===== config.mk =====
export PLATFORM = sky130hd
export DESIGN_NAME = bin_frac_seq_div
export DESIGN_NICKNAME = d
export VERILOG_FILES = /design/src/rtl/bin_frac_pkg.sv /design/src/rtl/frac_div_step.sv /design/src/rtl/bin_frac_seq_div.sv
export SDC_FILE = /design/constraint.sdc
export NUM_CORES = 1
export LEC_CHECK = 0
export CAP_MARGIN = 30
export CORE_AREA = 5 5 94 96
export DETAILED_ROUTE_END_ITERATION = 10
export DIE_AREA = 0 0 99 101
export GPL_TIMING_DRIVEN = 0
export MAX_ROUTING_LAYER = met4
export PLACE_DENSITY_LB_ADDON = 0.2
export SYNTH_ARGS = -nofsm -noshare
export SYNTH_HDL_FRONTEND = slang
export SYNTH_SLANG_ARGS = --single-unit

===== constraint.sdc =====
create_clock -name clk -period 4.4 [get_ports clk]
set_input_delay 0.44 -clock clk [delete_from_list [all_inputs] [get_ports clk]]
set_output_delay 0.44 -clock clk [all_outputs]
set_load 0.03 [all_outputs]

===== src/rtl/bin_frac_pkg.sv =====
`default_nettype none
// ============================================================================
// Module      : bin_frac_pkg
// Description : Shared constants and FSM state encoding for the sequential
//               sign-magnitude fractional multiplier and divider.
// Revision    : 1.0 - initial release
// ============================================================================
package bin_frac_pkg;

  // Magnitude bits of a single-width fraction; the sign sits above them.
  localparam int FRAC_W   = 6;
  localparam int SIGN_BIT = FRAC_W;
  // Double-width fraction: sign plus 2*FRAC_W magnitude bits.
  localparam int DBL_W    = 2 * FRAC_W + 1;

  typedef enum logic [1:0] {
    IDLE   = 2'd0,
    CHECK  = 2'd1,
    CALC   = 2'd2,
    FINISH = 2'd3
  } state_e;

endpackage
`default_nettype wire


===== src/rtl/frac_div_step.sv =====
`default_nettype none
// ============================================================================
// Module      : frac_div_step
// Description : One restoring-division step: shift the partial remainder left
//               by one dividend bit, trial-subtract the divisor and keep the
//               difference only when it is non-negative.
// Revision    : 1.0 - initial release
// ============================================================================
module frac_div_step
  import bin_frac_pkg::*;
(
  input  logic [FRAC_W-1:0] p_i,
  input  logic              d_msb_i,
  input  logic [FRAC_W-1:0] b_i,
  output logic [FRAC_W-1:0] p_o,
  output logic              q_bit_o
);

  // The shifted value needs one extra bit to hold the carry out of P.
  logic [FRAC_W:0] w_shift;
  logic [FRAC_W:0] w_diff;
  logic            w_unused_diff_msb;

  // Trial subtract and restore; P < B always holds, so the kept value fits.
  always_comb begin
    w_shift           = {p_i, d_msb_i};
    w_diff            = w_shift - {1'b0, b_i};
    q_bit_o           = (w_shift >= {1'b0, b_i});
    p_o               = q_bit_o ? w_diff[FRAC_W-1:0] : w_shift[FRAC_W-1:0];
    w_unused_diff_msb = w_diff[FRAC_W];
  end

endmodule
`default_nettype wire


===== src/rtl/bin_frac_seq_div.sv =====
`default_nettype none
// ============================================================================
// Module      : bin_frac_seq_div
// Description : Sequential restoring divider for sign-magnitude fractions.
//               13-bit dividend / 7-bit divisor -> 7-bit quotient and
//               remainder, one quotient bit per clock, start/done handshake.
// Revision    : 1.0 - initial release
// ============================================================================
module bin_frac_seq_div
  import bin_frac_pkg::*;
(
  input  logic             clk,
  input  logic             rst,
  input  logic             start,
  input  logic [DBL_W-1:0] a,
  input  logic [FRAC_W:0]  b,
  output logic [FRAC_W:0]  quotient,
  output logic [FRAC_W:0]  remainder,
  output logic             done,
  output logic             busy,
  output logic             overflow,
  output logic             div_by_zero
);

  localparam int              CNT_W       = $clog2(FRAC_W);
  localparam logic [CNT_W-1:0] c_last_step = CNT_W'(FRAC_W - 1);

  state_e              state_q, state_d;
  logic                w_accept;
  logic [DBL_W-2:0]    a_q;
  logic [FRAC_W-1:0]   b_q;
  logic                sq_q, sr_q;
  logic [FRAC_W-1:0]   p_q;
  logic [FRAC_W-1:0]   d_q;
  logic [FRAC_W-2:0]   q_q;
  logic [CNT_W-1:0]    cnt_q;
  logic [FRAC_W-1:0]   w_a_hi;
  logic [FRAC_W-1:0]   w_p_next;
  logic                w_q_bit;
  logic [FRAC_W-1:0]   w_q_final;

  assign w_a_hi    = a_q[DBL_W-2:FRAC_W];
  assign w_q_final = {q_q, w_q_bit};

  frac_div_step u_step (
    .p_i     (p_q),
    .d_msb_i (d_q[FRAC_W-1]),
    .b_i     (b_q),
    .p_o     (w_p_next),
    .q_bit_o (w_q_bit)
  );

  // State register
  always_ff @(posedge clk) begin
    if (rst) begin
      state_q <= IDLE;
    end else begin
      state_q <= state_d;
    end
  end

  // Next-state and handshake decode; a start in FINISH chains the next divide
  always_comb begin
    state_d  = state_q;
    busy     = 1'b0;
    done     = 1'b0;
    w_accept = 1'b0;
    case (state_q)
      IDLE: begin
        if (start) begin
          w_accept = 1'b1;
          state_d  = CHECK;
        end
      end
      CHECK: begin
        busy = 1'b1;
        if ((b_q == '0) || (w_a_hi >= b_q)) begin
          state_d = FINISH;
        end else begin
          state_d = CALC;
        end
      end
      CALC: begin
        busy = 1'b1;
        if (cnt_q == c_last_step) begin
          state_d = FINISH;
        end
      end
      FINISH: begin
        done = 1'b1;
        if (start) begin
          w_accept = 1'b1;
          state_d  = CHECK;
        end else begin
          state_d = IDLE;
        end
      end
      default: state_d = IDLE;
    endcase
  end

  // Operand capture, iteration datapath and result/flag registers
  always_ff @(posedge clk) begin
    if (rst) begin
      a_q         <= '0;
      b_q         <= '0;
      sq_q        <= 1'b0;
      sr_q        <= 1'b0;
      p_q         <= '0;
      d_q         <= '0;
      q_q         <= '0;
      cnt_q       <= '0;
      quotient    <= '0;
      remainder   <= '0;
      overflow    <= 1'b0;
      div_by_zero <= 1'b0;
    end else begin
      if (w_accept) begin
        a_q         <= a[DBL_W-2:0];
        b_q         <= b[FRAC_W-1:0];
        sq_q        <= a[DBL_W-1] ^ b[SIGN_BIT];
        sr_q        <= a[DBL_W-1];
        overflow    <= 1'b0;
        div_by_zero <= 1'b0;
      end
      case (state_q)
        CHECK: begin
          if (b_q == '0) begin
            div_by_zero <= 1'b1;
            quotient    <= '0;
            remainder   <= '0;
          end else if (w_a_hi >= b_q) begin
            overflow    <= 1'b1;
            quotient    <= '0;
            remainder   <= '0;
          end else begin
            p_q   <= w_a_hi;
            d_q   <= a_q[FRAC_W-1:0];
            q_q   <= '0;
            cnt_q <= '0;
          end
        end
        CALC: begin
          p_q   <= w_p_next;
          d_q   <= {d_q[FRAC_W-2:0], 1'b0};
          q_q   <= {q_q[FRAC_W-3:0], w_q_bit};
          cnt_q <= cnt_q + 1'b1;
          // Signs are dropped on zero magnitudes so -0 never appears.
          if (cnt_q == c_last_step) begin
            quotient  <= {sq_q & (w_q_final != '0), w_q_final};
            remainder <= {sr_q & (w_p_next != '0), w_p_next};
          end
        end
        default: ;
      endcase
    end
  end

endmodule
`default_nettype wire


Word level (Yosys, flattened, before mapping) --
Index checks and enable logic that the tools add are counted.
Cells by class: $add $sub $neg 2, muxes and demuxes 35, order comparisons 2, bitwise gates (word level) 3, reductions and logical operators 11, eq/ne operators 9
Operators with widths (count):
- $mux W6 | 5
- $mux W7 | 4
- $pmux W7 S2 | 2
- $pmux W6 S2 | 2
- $mux W1 | 13
- $reduce_bool A6 Y1 | 2
- $mux W5 | 2
- $pmux W5 S2 | 1
- $ne A2 B2 Y1 const B | 4
- $pmux W2 S4 | 1
- $ge A7 B6 Y1 | 1
- $ge A6 B6 Y1 | 1
- $logic_not A6 Y1 | 1
- $mux W3 | 2
- $pmux W3 S2 | 1
- $reduce_and A3 Y1 | 2
- $sub A6 B6 Y6 | 1
- $eq A2 B2 Y1 const B | 2
- $mux W2 | 2
- $reduce_or A2 Y1 | 2
- $add A3 B1 Y3 const B | 1
- $eq A3 B3 Y1 const B | 1
- $ne A3 B3 Y1 const B | 1
- $and A1 B1 Y1 | 2
- 6 further kinds | 6
Word-level totals: bits of input ports 23, register bits 58, word-level logic and storage cells 75, output and inout port bits 18

Longest topological paths before layout --
depth in word-level cells 7, mapped depth 10, mapped depth without buffers 9

By module --
From an unflattened synthesis, not the netlist that was laid out.
Second synthesis, totals: cells, all modules 361, area, all modules 3072.9 um^2
By module, submodules not included:
- bin_frac_seq_div | cells each 316, seq. area each 1161.1 um^2, times used 1, area an instance 2691.3 um^2
- frac_div_step | cells each 45, seq. area each 0.0 um^2, times used 1, area an instance 381.6 um^2

Worst setup path before layout --
OpenSTA, ideal clock, no wires.
kind reg2reg, start point reg d_q[5], end point reg remainder[6], arrival 1.968 ns, stages on the path, launching flop included 10, library setup time 0.129 ns, path slack 2.304 ns, data required time 4.271 ns, clock period less this slack 2.096 ns, buffers on the path 0, path through dfxtp_1 -> inv_1 -> ha_1 -> fa_1 -> nand2b_1 -> a21oi_1 -> xnor2_1 -> nand4_1 -> a222oi_1 -> o41ai_2
Between the ends: longest elaborated chain between the ends 6, elaborated cells between the ends (all ways) 7, classes of those cells 1 x add/sub; 1 x order compare; 3 x mux; 1 x bitwise; 1 x reduce/logical
RTL lines:
- from (decl) | line bin_frac_seq_div.sv:34 | logic [FRAC_W-1:0] d_q;
- from (signal assigned) | line bin_frac_seq_div.sv:138 | d_q <= a_q[FRAC_W-1:0];
- from (signal assigned) | line bin_frac_seq_div.sv:145 | d_q <= {d_q[FRAC_W-2:0], 1'b0};
- $sub A6 B6 Y6 / $ge A7 B6 Y1 (equally long branches) | line frac_div_step.sv:27, frac_div_step.sv:28
- $mux W6 * | line frac_div_step.sv:29 | p_o = q_bit_o ? w_diff[FRAC_W-1:0] : w_shift[FRAC_W-1:0];
- $reduce_bool A6 Y1 * | line bin_frac_seq_div.sv:151 | remainder <= {sr_q & (w_p_next != '0), w_p_next};
- $and A1 B1 Y1 * | line bin_frac_seq_div.sv:151
- $mux W7 * | line bin_frac_seq_div.sv:149 | if (cnt_q == c_last_step) begin
- $pmux W7 S2 * | line bin_frac_seq_div.sv:126 | case (state_q)
- to (signal assigned) | line bin_frac_seq_div.sv:151
- to (decl) | line bin_frac_seq_div.sv:18 | output logic [FRAC_W:0] remainder,
Every way passes the cells marked *; elsewhere a longest branch is shown, timed or not. The select of a mux whose other input is x is not followed. A chain may end at the register's enable or synchronous reset.

Worst setup path after layout --
start point reg b_q[2], end point reg remainder[6]
Between the ends: longest elaborated chain between the ends 6, elaborated cells between the ends (all ways) 12, classes of those cells 1 x add/sub; 2 x order compare; 1 x eq/ne; 4 x mux; 1 x bitwise; 3 x reduce/logical
RTL lines:
- from (decl) | line bin_frac_seq_div.sv:31 | logic [FRAC_W-1:0] b_q;
- from (signal assigned) | line bin_frac_seq_div.sv:120 | b_q <= b[FRAC_W-1:0];
- $sub A6 B6 Y6 / $ge A7 B6 Y1 (equally long branches) | line frac_div_step.sv:27, frac_div_step.sv:28
- $mux W6 | line frac_div_step.sv:29
- $reduce_bool A6 Y1 | line bin_frac_seq_div.sv:151
- $and A1 B1 Y1 | line bin_frac_seq_div.sv:151
- $mux W7 | line bin_frac_seq_div.sv:149
- $pmux W7 S2 | line bin_frac_seq_div.sv:126
Parallel ways exist; a longest one is shown, timed or not. The select of a mux whose other input is x is not followed.

==> run_results.csv <==
group,metric,value,unit
outcome,outcome,"completed",
detailed_routing,drtPass1Iterations,4,
sta,fmax,397,MHz
detailed_routing,dr.first_iter.drc_count,221,
floorplanning,die_area,10000,um2
yosys,synth_edf_count,0,
yosys,syn_area,3070,um2
placed_design,post-dp-hpwl,6190,um
detailed_routing,viasPerCell,5.31,
sta,tightest_slew,628,ps
floorplanning,dieHeight,101,um
yosys,syn-instance-count,369,
yosys,async_flop_share,0,%
grt,first_global_vias,2885,
detailed_routing,wl_per_cell,15.6,um
detailed_routing,routed_wl,8240,um
setup_path,critical_path_class,"flop to flop",
clocking,ctsResizeCount,0,
placed_design,dpl_cell_area,3590,um2
clocking,clockBufferDepth,2,
layout,nets,462,
placed_design,dp.cells,513,
setup_path,crit_fanout,6,
setup_path,critPathRequiredTime,4620,ps
setup_path,slowest_stage,"nor4b_1",
clocking,holdBufCountCts,0,
yosys,ys_seq_elements,58,
yosys,synth_nets,412,
power_and_ir_drop,p_sw,1.33,mW
grt,grt_max_degree,12,
floorplanning,core-area,7970,um2
yosys,synth_cell_types,53,
layout,antennaDiodeCount,0,
grt,grt_pass1_wl,13800,um
clocking,post_cts_buffers,0,
detailed_routing,ant_nets,0,
floorplanning,die_w,99,um
sta,clock_skew,7.34,ps
floorplanning,pin_count,41,
sta,slew_headroom,57.6,%
grt,antenna_found_initial,0,
power_and_ir_drop,clkPwrFrac,19.5,%
grt,grt.total_usage,17.7,%
layout,postLayoutCellArea,3810,um2
setup_path,cp.arrival,2740,ps
flow_run,drv_cap,0,
placed_design,gp_congestion,0.890,
yosys,synth-seq-area-share,37.9,%
grt,grt-ovfl-total,0,
sta,fin_crit_sh,57.3,%
clocking,clkSlewWorstSetupHoldPaths,80,ps
sta,finalHoldViolCount,0,
placed_design,io_buffer_count,39,
layout,layout.cells.non_filler,529,
clocking,cts-root-buf,"clkbuf_8",
yosys,yosysWarnings,0,
sta,finalSetupTns,0,ps
layout,final_util,47.8,%
power_and_ir_drop,power_frac_comb,55.6,%
yosys,syn_avg_cell_area,8.31,um2
detailed_routing,vias,2808,
power_and_ir_drop,netSwitchingFraction,46.9,%
sta,drv_slew,0,
clocking,numCtsBuffers,9,
clocking,cts_tree,"done",
sta,finalSetupViolations,0,
yosys,synth.largest_area_cell,"dfxtp_1",
power_and_ir_drop,total_leakage_power,1.38,nW
yosys,synth-main-ff-cell,"dfxtp_1",
yosys,synthTopCellsByArea,"dfxtp_1 38%, a21oi_1 9.0%, ha_1 7.8%, nand2_1 7.6%, mux2i_1 3.6%",
floorplanning,initial_utilization,38.5,%
detailed_routing,post-route-drc-count,0,
power_and_ir_drop,seqPwrFrac,24.9,%
power_and_ir_drop,finalPower,2.83,mW
layout,syn2layout_area_growth,24.1,%
clocking,ctsHtreeMaxLevel,3,
floorplanning,rows,33,
setup_path,cp_cell_sequence,"inv_1 > ha_1 > a21oi_1 > a211oi_1 > nor4b_1 > nand3_1 > a222oi_1 > o41ai_2",
layout,fillCellCount,768,
min_path,hp-class,"flop to flop",
power_and_ir_drop,p_int,1.50,mW
power_and_ir_drop,pwr_density_cell,744,nW/um2
setup_path,startpoint_type,"flop",
yosys,synth.top_cell.area_share,37.9,%
clocking,cts_sinks,58,
setup_path,cp-end-kind,"flop",
clocking,clock_latency,340,ps
sta,rsz0062_at_grt,"no",
setup_path,cp_slowest_stage_delay,600,ps
power_and_ir_drop,peakVddDrop,0.000461,V
sta,final.min_clock_period,2520,ps
layout,final_layout_size_suffix_gt1_share,9.20,%
critical path: cells and delay by family (launching register included):
kind            cells  cell delay [ps]
buf+inv             1               80
simple gates        2              730
fa+ha+maj           1              390
compound gates      4              840
flops               1              350
cell usage after synthesis, drive strengths merged (2+ instances only):
cell,count
nand2b,4
xnor2,2
inv,18
o21a,2
o21ai,16
a21oi,55
a311oi,4
or4,2
a21o,3
nand3,14
nor2,18
a211oi,11
clkbuf,15
o211ai,3
nand4,11
nand2,62
nand3b,2
nor2b,3
o41ai,3
and4b,2
dfxtp,58
mux2i,11
a211o,2
buf,10
ha,19
nor3,2
o2111ai,3
final cells by class:
cell class                 count  area, um2  area share [%]
timing repair buffer          39        390            10.3
clock buffer                   9        124            3.25
buffer                        25        113            2.96
multi-input combinational    268       1730            45.3
tap                          105        131            3.45
sequential                    58       1160            30.5
clock inverter                 7       93.8            2.47
inverter                      18       67.6            1.78
final timing paths:
path                                  start      endpoint  slack (ps)  cells after the start
worst max-delay path                 b_q[2]  remainder[6]        1880                      8
worst min-delay path            quotient[6]   quotient[6]         450                      2
worst max register to register       b_q[2]  remainder[6]        1880                      8
worst min register to register  quotient[6]   quotient[6]         450                      2
sequential cells by signal (all words and copies together) (netlist names):
| register | flops |
|---|---|
| sq_q | 1 |
| q_q | 5 |
| b_q | 6 |
| sr_q | 1 |
| d_q | 6 |
| div_by_zero | 1 |
| a_q | 12 |
| p_q | 6 |
| quotient | 7 |
| remainder | 7 |
| state_q | 2 |
| overflow | 1 |
| cnt_q | 3 |
per-stage QoR:
stage	hold slack, ps	setup slack (ps)
after CTS	455	1910
after floorplan	436	2300
after global placement	440	1910
after detailed placement	446	1910
after global routing	473	1750
final	451	1880
cells in the final DEF, fill, tap and decap left out, drive strengths merged, types with 2 or more instances in the layout:
master         count
nand2             62
dfxtp             58
a21oi             55
clkdlybuf4s50     39
clkbuf            24
ha                19
inv               18
nor2              18
o21ai             16
nand3             14
nand4             11
mux2i             11
a211oi            11
buf               10
nand2b             4
a311oi             4
a21o               3
o2111ai            3
nor2b              3
o41ai              3
o211ai             3
clkinv             3
xnor2              2
nand3b             2
and4b              2
or4                2
a211o              2
nor3               2
bufinv             2
clkinvlp           2
o21a               2
per-layer routing:
layer	wire length, um	vias to the layer above	global-route usage, %
met2	3710	73	26.8
li1	-	1423	-
met1	3990	1296	23.4
met4	175	0	5.99
met3	372	16	3.94
met5	0	-	-
logic make-up (layout without fill, tap and decap cells):
| kind of cell | Yosys count | after routing | synth area share, % |
|---|---|---|---|
| muxes | 11 | 11 | 3.59 |
| xor gates and xnor gates | 3 | 3 | 0.857 |
| buffers and inverters | 43 | 98 | 5.88 |
| and+or+nand+nor | 124 | 124 | 18.9 |
| AOI/OAI and AO/OA | 110 | 110 | 24.5 |
| adders and majority gates | 20 | 20 | 8.40 |
| DFF | 58 | 58 | 37.9 |
power groups by stage:
stage	sequential, mW	combinational, mW	clock, mW
global route	0.716	1.73	0.584
finish	0.705	1.57	0.551
global placement	0.714	1.53	0
floorplan	0.708	1.16	0
CTS	0.705	1.58	0.557
detailed placement	0.716	1.57	0
Note: power is estimated with default switching activity, not from simulation.
